===== src/rtl/rotate_sequencer.sv =====
// rotate_sequencer: multi-cycle ROL/ROR/RCL/RCR engine, one single-bit rotate per clock.
module rotate_sequencer (
    input  logic        clk,
    input  logic        rst,
    input  logic        start,
    input  logic [15:0] A,
    input  logic [7:0]  count,
    input  logic [1:0]  op,
    input  logic        Cin,
    output logic [15:0] R,
    output logic        CF,
    output logic        OF,
    output logic        busy,
    output logic        done
);
    typedef enum logic [1:0] {IDLE, RUN, DONE} state_t;

    state_t      state_q, state_d;
    logic [15:0] w_q, w_d;
    logic        c_q, c_d;
    logic [7:0]  k_q, k_d;
    logic [1:0]  op_q, op_d;
    logic        a15s_q, a15s_d;
    logic        nz_q, nz_d;
    logic        accept, run;
    logic [15:0] step_w;
    logic        step_c;

    assign accept = start && (state_q != RUN);
    assign run    = (state_q == RUN);

    always_ff @(posedge clk) begin
        if (rst) begin
            state_q <= IDLE;
            w_q     <= '0;
            c_q     <= 1'b0;
            k_q     <= '0;
            op_q    <= '0;
            a15s_q  <= 1'b0;
            nz_q    <= 1'b0;
        end else begin
            state_q <= state_d;
            w_q     <= w_d;
            c_q     <= c_d;
            k_q     <= k_d;
            op_q    <= op_d;
            a15s_q  <= a15s_d;
            nz_q    <= nz_d;
        end
    end

    always_comb begin
        state_d = accept ? ((count != 8'd0) ? RUN : DONE)
                : run    ? ((k_q == 8'd1) ? DONE : RUN)
                :          IDLE;
    end

    // Single-bit step; the carry-through forms treat {C,W} as a 17-bit ring.
    always_comb begin
        step_w = w_q;
        step_c = c_q;
        case (op_q)
            2'b00:   begin step_w = {w_q[14:0], w_q[15]}; step_c = w_q[15]; end
            2'b01:   begin step_w = {w_q[0], w_q[15:1]};  step_c = w_q[0];  end
            2'b10:   begin step_w = {w_q[14:0], c_q};     step_c = w_q[15]; end
            default: begin step_w = {c_q, w_q[15:1]};     step_c = w_q[0];  end
        endcase
    end

    always_comb begin
        w_d    = accept ? A     : run ? step_w      : w_q;
        c_d    = accept ? Cin   : run ? step_c      : c_q;
        k_d    = accept ? count : run ? k_q - 8'd1  : k_q;
        op_d   = accept ? op    : op_q;
        a15s_d = accept ? A[15] : a15s_q;
        nz_d   = accept ? (count != 8'd0) : nz_q;
    end

    always_comb begin
        R    = w_q;
        CF   = c_q;
        OF   = nz_q & (a15s_q ^ w_q[15]);
        busy = run;
        done = (state_q == DONE);
    end
endmodule


===== config.mk =====
export PLATFORM = sky130hd
export DESIGN_NAME = rotate_sequencer
export DESIGN_NICKNAME = d
export VERILOG_FILES = /design/src/rtl/rotate_sequencer.sv
export SDC_FILE = /design/constraint.sdc
export NUM_CORES = 1
export LEC_CHECK = 0
export BUFFER_PORTS_ARGS = -buffer_cell sky130_fd_sc_hd__clkbuf_2
export CORE_UTILIZATION = 55
export CTS_CLUSTER_DIAMETER = 60
export CTS_CLUSTER_SIZE = 28
export DETAILED_ROUTE_END_ITERATION = 6
export MAX_ROUTING_LAYER = met4
export PLACE_DENSITY = 0.84
export SETUP_SLACK_MARGIN = 0.4
export SLEW_MARGIN = 10
export SYNTH_ARGS = -nofsm -noshare
export SYNTH_HDL_FRONTEND = slang
export SYNTH_SLANG_ARGS = --single-unit

===== constraint.sdc =====
create_clock -name clk -period 2.46 [get_ports clk]
set_input_delay 0.123 -clock clk [delete_from_list [all_inputs] [get_ports clk]]
set_output_delay 0.123 -clock clk [all_outputs]
set_load 0.05 [all_outputs]

After elaboration in Yosys (flattened, before gate mapping)

Cells that the tools add are included.

Bits in registers: 31
Input port bits: 30
Output and inout port bits: 20
Logic and storage cells: 33

Bitwise logic cells: 2
Reduce and logical (&&, ||, !) cells: 5
Multiplexer cells: 12
$add $sub $neg: 1
Equal/unequal tests: 6

Operators with widths:

| cell                | number |
|---|---|
| $pmux 16 s3         | 1 |
| $mux 16             | 2 |
| $mux 8              | 2 |
| $eq 8x1->1 const B  | 1 |
| $mux 2              | 4 |
| $reduce_bool 8->1   | 1 |
| $sub 8x1->8 const B | 1 |
| $eq 2x1->1 const B  | 2 |
| $eq 2x2->1 const B  | 2 |
| $mux 1              | 3 |
| $logic_not 2->1     | 1 |
| $ne 2x1->1 const B  | 1 |
| $reduce_bool 2->1   | 1 |
| $reduce_or 2->1     | 1 |
| $and 1x1->1         | 1 |
| $logic_and 1x1->1   | 1 |
| $xor 1x1->1         | 1 |

Longest topological paths before layout

Depth after elaboration: 5
Gate-level depth with buffers: 6
Mapped depth without buffers: 5

Worst setup path after synthesis

Ideal clock, no wire load.

Kind: register to output
From: register w_q[15] (netlist: R[15])
To: output OF
Stages on the path, launching flop included: 3
Required time: 2.337 ns
Arrival time: 1.288 ns
Path buffers: 0
Path slack: 1.049 ns
Cell sequence: dfxtp_1 -> xor2_1 -> and2_1

Longest elaborated chain between the ends: 2

RTL lines:

| what                   | RTL line | source |
|---|---|---|
| start, declared        | 19       | `logic [15:0] w_q, w_d;` |
| start signal, assigned | 43       | `w_q <= w_d;` |
| $xor 1x1->1            | 82       | `OF = nz_q & (a15s_q ^ w_q[15]);` |
| $and 1x1->1            | 82       |  |
| end, declared          | 12       | `output logic OF,` |

Every way passes these cells.

Final worst setup path

From: register state_q[1]
To: output busy

Longest elaborated chain between the ends: 1

RTL lines:

| what                   | RTL line | source |
|---|---|---|
| start, declared        | 18       | `state_t state_q, state_d;` |
| start signal, assigned | 42       | `state_q <= state_d;` |
| $eq 2x1->1             | 30       | `assign run = (state_q == RUN);` |
| end, declared          | 13       | `output logic busy,` |

Every way passes these cells.

==> key figures <==
Timing
  • Fin crit period: between 1.5 and 2 ns
  • Final number of setup-violating endpoints: 0
  • Clock Skew: 0.00906 ns
  • Fmax achieved: around 0.55 GHz
  • Period utilization: 73.7%
  • Final Hold Fails: 0
  • Least-Margin Pin Slew: 0.666 ns
  • Hold Slack: 0.0215 ns
  • Slew Viols, Final: 0
  • RSZ-0062 raised after global routing: no
  • Slew margin rel.: 55.6%
  • Setup TNS: 0 ns

Layout
  • Final instance area: 2000 sq um
  • N_diodes: 0
  • Nets: 266
  • Area grow syn2layout: 17.1%
  • Final Non-Filler Cells: between 200 and 300
  • Share of layout cells above drive strength 1: slightly below 30%

Global route
  • Largest net degree at the start of global routing: 33
  • Initial antenna violation count: 0
  • Vias in the first global route: 1415
  • Remaining global-route overflow: 0
  • First-pass GRT wire length: about 6.5 mm
  • Total Routing Usage GR: a little over a quarter

Yosys
  • Syn. warnings: 0
  • EDFF count, synth: 0
  • Synth Cell Area: ~1700 sq um
  • Seq/Total Area, Yosys: between 30% and 40%
  • Top_reg_cell synth: dfxtp_1
  • Netlist cell types: 38
  • Synthesized Nets: about 220
  • Syn avg cell area: a little over 9 sq um
  • Gate Count Post-Synth: between 150 and 200
  • Async SR Flop Fraction: 0%
  • #FFs+latches synth: 31

Route
  • Vias per cell: around 6.0
  • Mean routed wirelength per cell: between 10 and 15 microns
  • Routed vias: around 1600
  • First-pass DRT Iterations: 6
  • Drt total wl: ~3.9 mm
  • DRC errors left: 1
  • Routed Antenna Nets: 0
  • Initial DRC Count: 73

Setup path
  • Largest stage delay on the critical path: around 0.38 ns
  • Worst setup SP type: register
  • Slowest-stage cell, CP: inv_2
  • Critical Path End Type: output pin
  • Critical path arrival: roughly 1.7 ns
  • Worst EP required: 2.34 ns
  • Critical Path, Cell by Cell: nand2b_4 -> inv_2 -> clkbuf_2
  • WS Path Type: reg2out
  • Crit Path Max Fanout: 32

Placement
  • Post-DP HPWL: about 2.6 mm
  • Input/output buffers: 49
  • Cells after DPL: approximately 260
  • Placed Area: between 1500 and 2000 sq um
  • GP Congestion: 0.825

Clocking
  • # clock sinks: 31
  • Clock buffer depth: 2
  • TritonCTS clock tree: yes
  • Worst-Skew Late Latency: 0.34 ns
  • CTS H-tree lvls: 2
  • CTS buffer count: 5
  • Clock slew seen by the registers of the worst setup and hold paths: 0.09 ns
  • Root Buffer: clkbuf_4

Hold path
  • Worst min-delay path class: in2reg

Floorplan
  • Die H: between 50 and 60 microns
  • # IOs: 50
  • Die X-Extent: 57.8 microns
  • Initial core utilization: between 60% and 70%
  • Core outline area: 2850 sq um
  • Rows: 19
  • Die area: around 3300 sq um

Power and ir drop
  • Leakage: between 0.8 and 0.9 nW
  • Tot Pwr: around 1.3 mW
  • Pwr dens: 665 nW/um^2
  • Max rail drop VDD: 0.411 mV

Outcome
  • Failing checks: DRC
  • Status: finished, violations left

Job
  • Max cap viols: 0
==> layout by cell type (no fill, tap or decap), types with 4 or more instances in the layout <==
cell	instances
nand3_1	5
clkbuf_4	5
clkbuf_2	49
nand2_1	11
dfxtp_1	31
nor2b_1	15
nor2_1	13
mux2i_1	19
a211oi_1	38
a21oi_1	9
nor4_1	4
==> logic make-up after synthesis <==
logic type,count (synthesis),share of synthesized area [%]
flip-flops,31,36.3
AND/OR/NAND/NOR,64,21.9
XOR/XNOR,1,0.512
adder cells (fa/ha/maj),2,1.46
multiplexers,19,11.1
buffers and inverters,18,5.85
AO/OA/AOI/OAI,54,22.9
==> state kept, by name (all words and copies together) (netlist names) <==
name / flops
a15s_q: 1
state_q: 2
R: 16
k_q: 8
op_q: 2
CF: 1
nz_q: 1
==> layer usage <==
metal	track usage (%)	up-vias	share of wire [%]
met3	6.03	4	4.8
met4	10.2	0	1.1
met2	41.5	49	46
li1	-	796	-
met5	-	-	0
met1	33.4	739	48
==> synthesized netlist by cell type, types with 2 or more instances <==
library cell	count	area (sq um)
a211oi_1	38	285
dfxtp_1	31	621
mux2i_1	19	190
nor2b_1	15	93.8
nor2_1	13	48.8
nand2_1	11	41.3
a21oi_1	9	45.0
nand3_1	5	25.0
buf_2	4	20.0
clkbuf_1	4	15.0
nor4_1	4	25.0
buf_4	3	22.5
and3_1	2	12.5
buf_6	2	22.5
ha_1	2	25.0
inv_1	2	7.51
inv_2	2	7.51
nor2_4	2	22.5
nor3_1	2	10.0
==> layout make-up <==
class	instances	area, sq um
Clock buffer	8	68.8
Inverter	4	15.0
Multi-Input combinational cell	140	991
Tap cell	31	38.8
Sequential cell	31	621
Fill cell	250	848
Timing Repair Buffer	52	270
==> critical path: cells and delay by family (launching register included) <==
kind | cells | cell delay (ns)
buffers and inverters | 2 | 0.73
DFF | 1 | 0.32
and+or+nand+nor | 1 | 0.29
==> through the flow <==
stage	utilization (%)	setup WS (ns)
floorplan	-	1.05
global placement	67.5	0.832
CTS	70.3	0.649
finish	70.3	0.647
detailed placement	67.5	0.803
global route	70.3	0.520
==> what timing repair did <==
action | in CTS | in global routing
endpoints found under the setup margin | 0 | 0
gates resized for setup | 0 | 0
hold buffers | 1 | 0
endpoints found under the hold margin | 1 | 0
setup buffers | 0 | 0
==> final timing paths <==
kind,startpoint,to,slack [ns],cells past startpoint
max,state_q[1],busy,0.65,3
min reg2reg,a15s_q,a15s_q,0.50,2
min,op[1],op_q[1],0.02,3
max reg2reg,state_q[1],k_q[5],0.79,5
==> power breakdown <==
part           total (mW)  leakage (nW)  internal [mW]  switching (mW)
Combinational       0.383         0.560          0.134           0.249
Sequential          0.603         0.257          0.550          0.0526
Clock               0.348        0.0386          0.168           0.180
Total                1.33         0.855          0.852           0.481
Note: power is estimated with default switching activity, not from simulation.
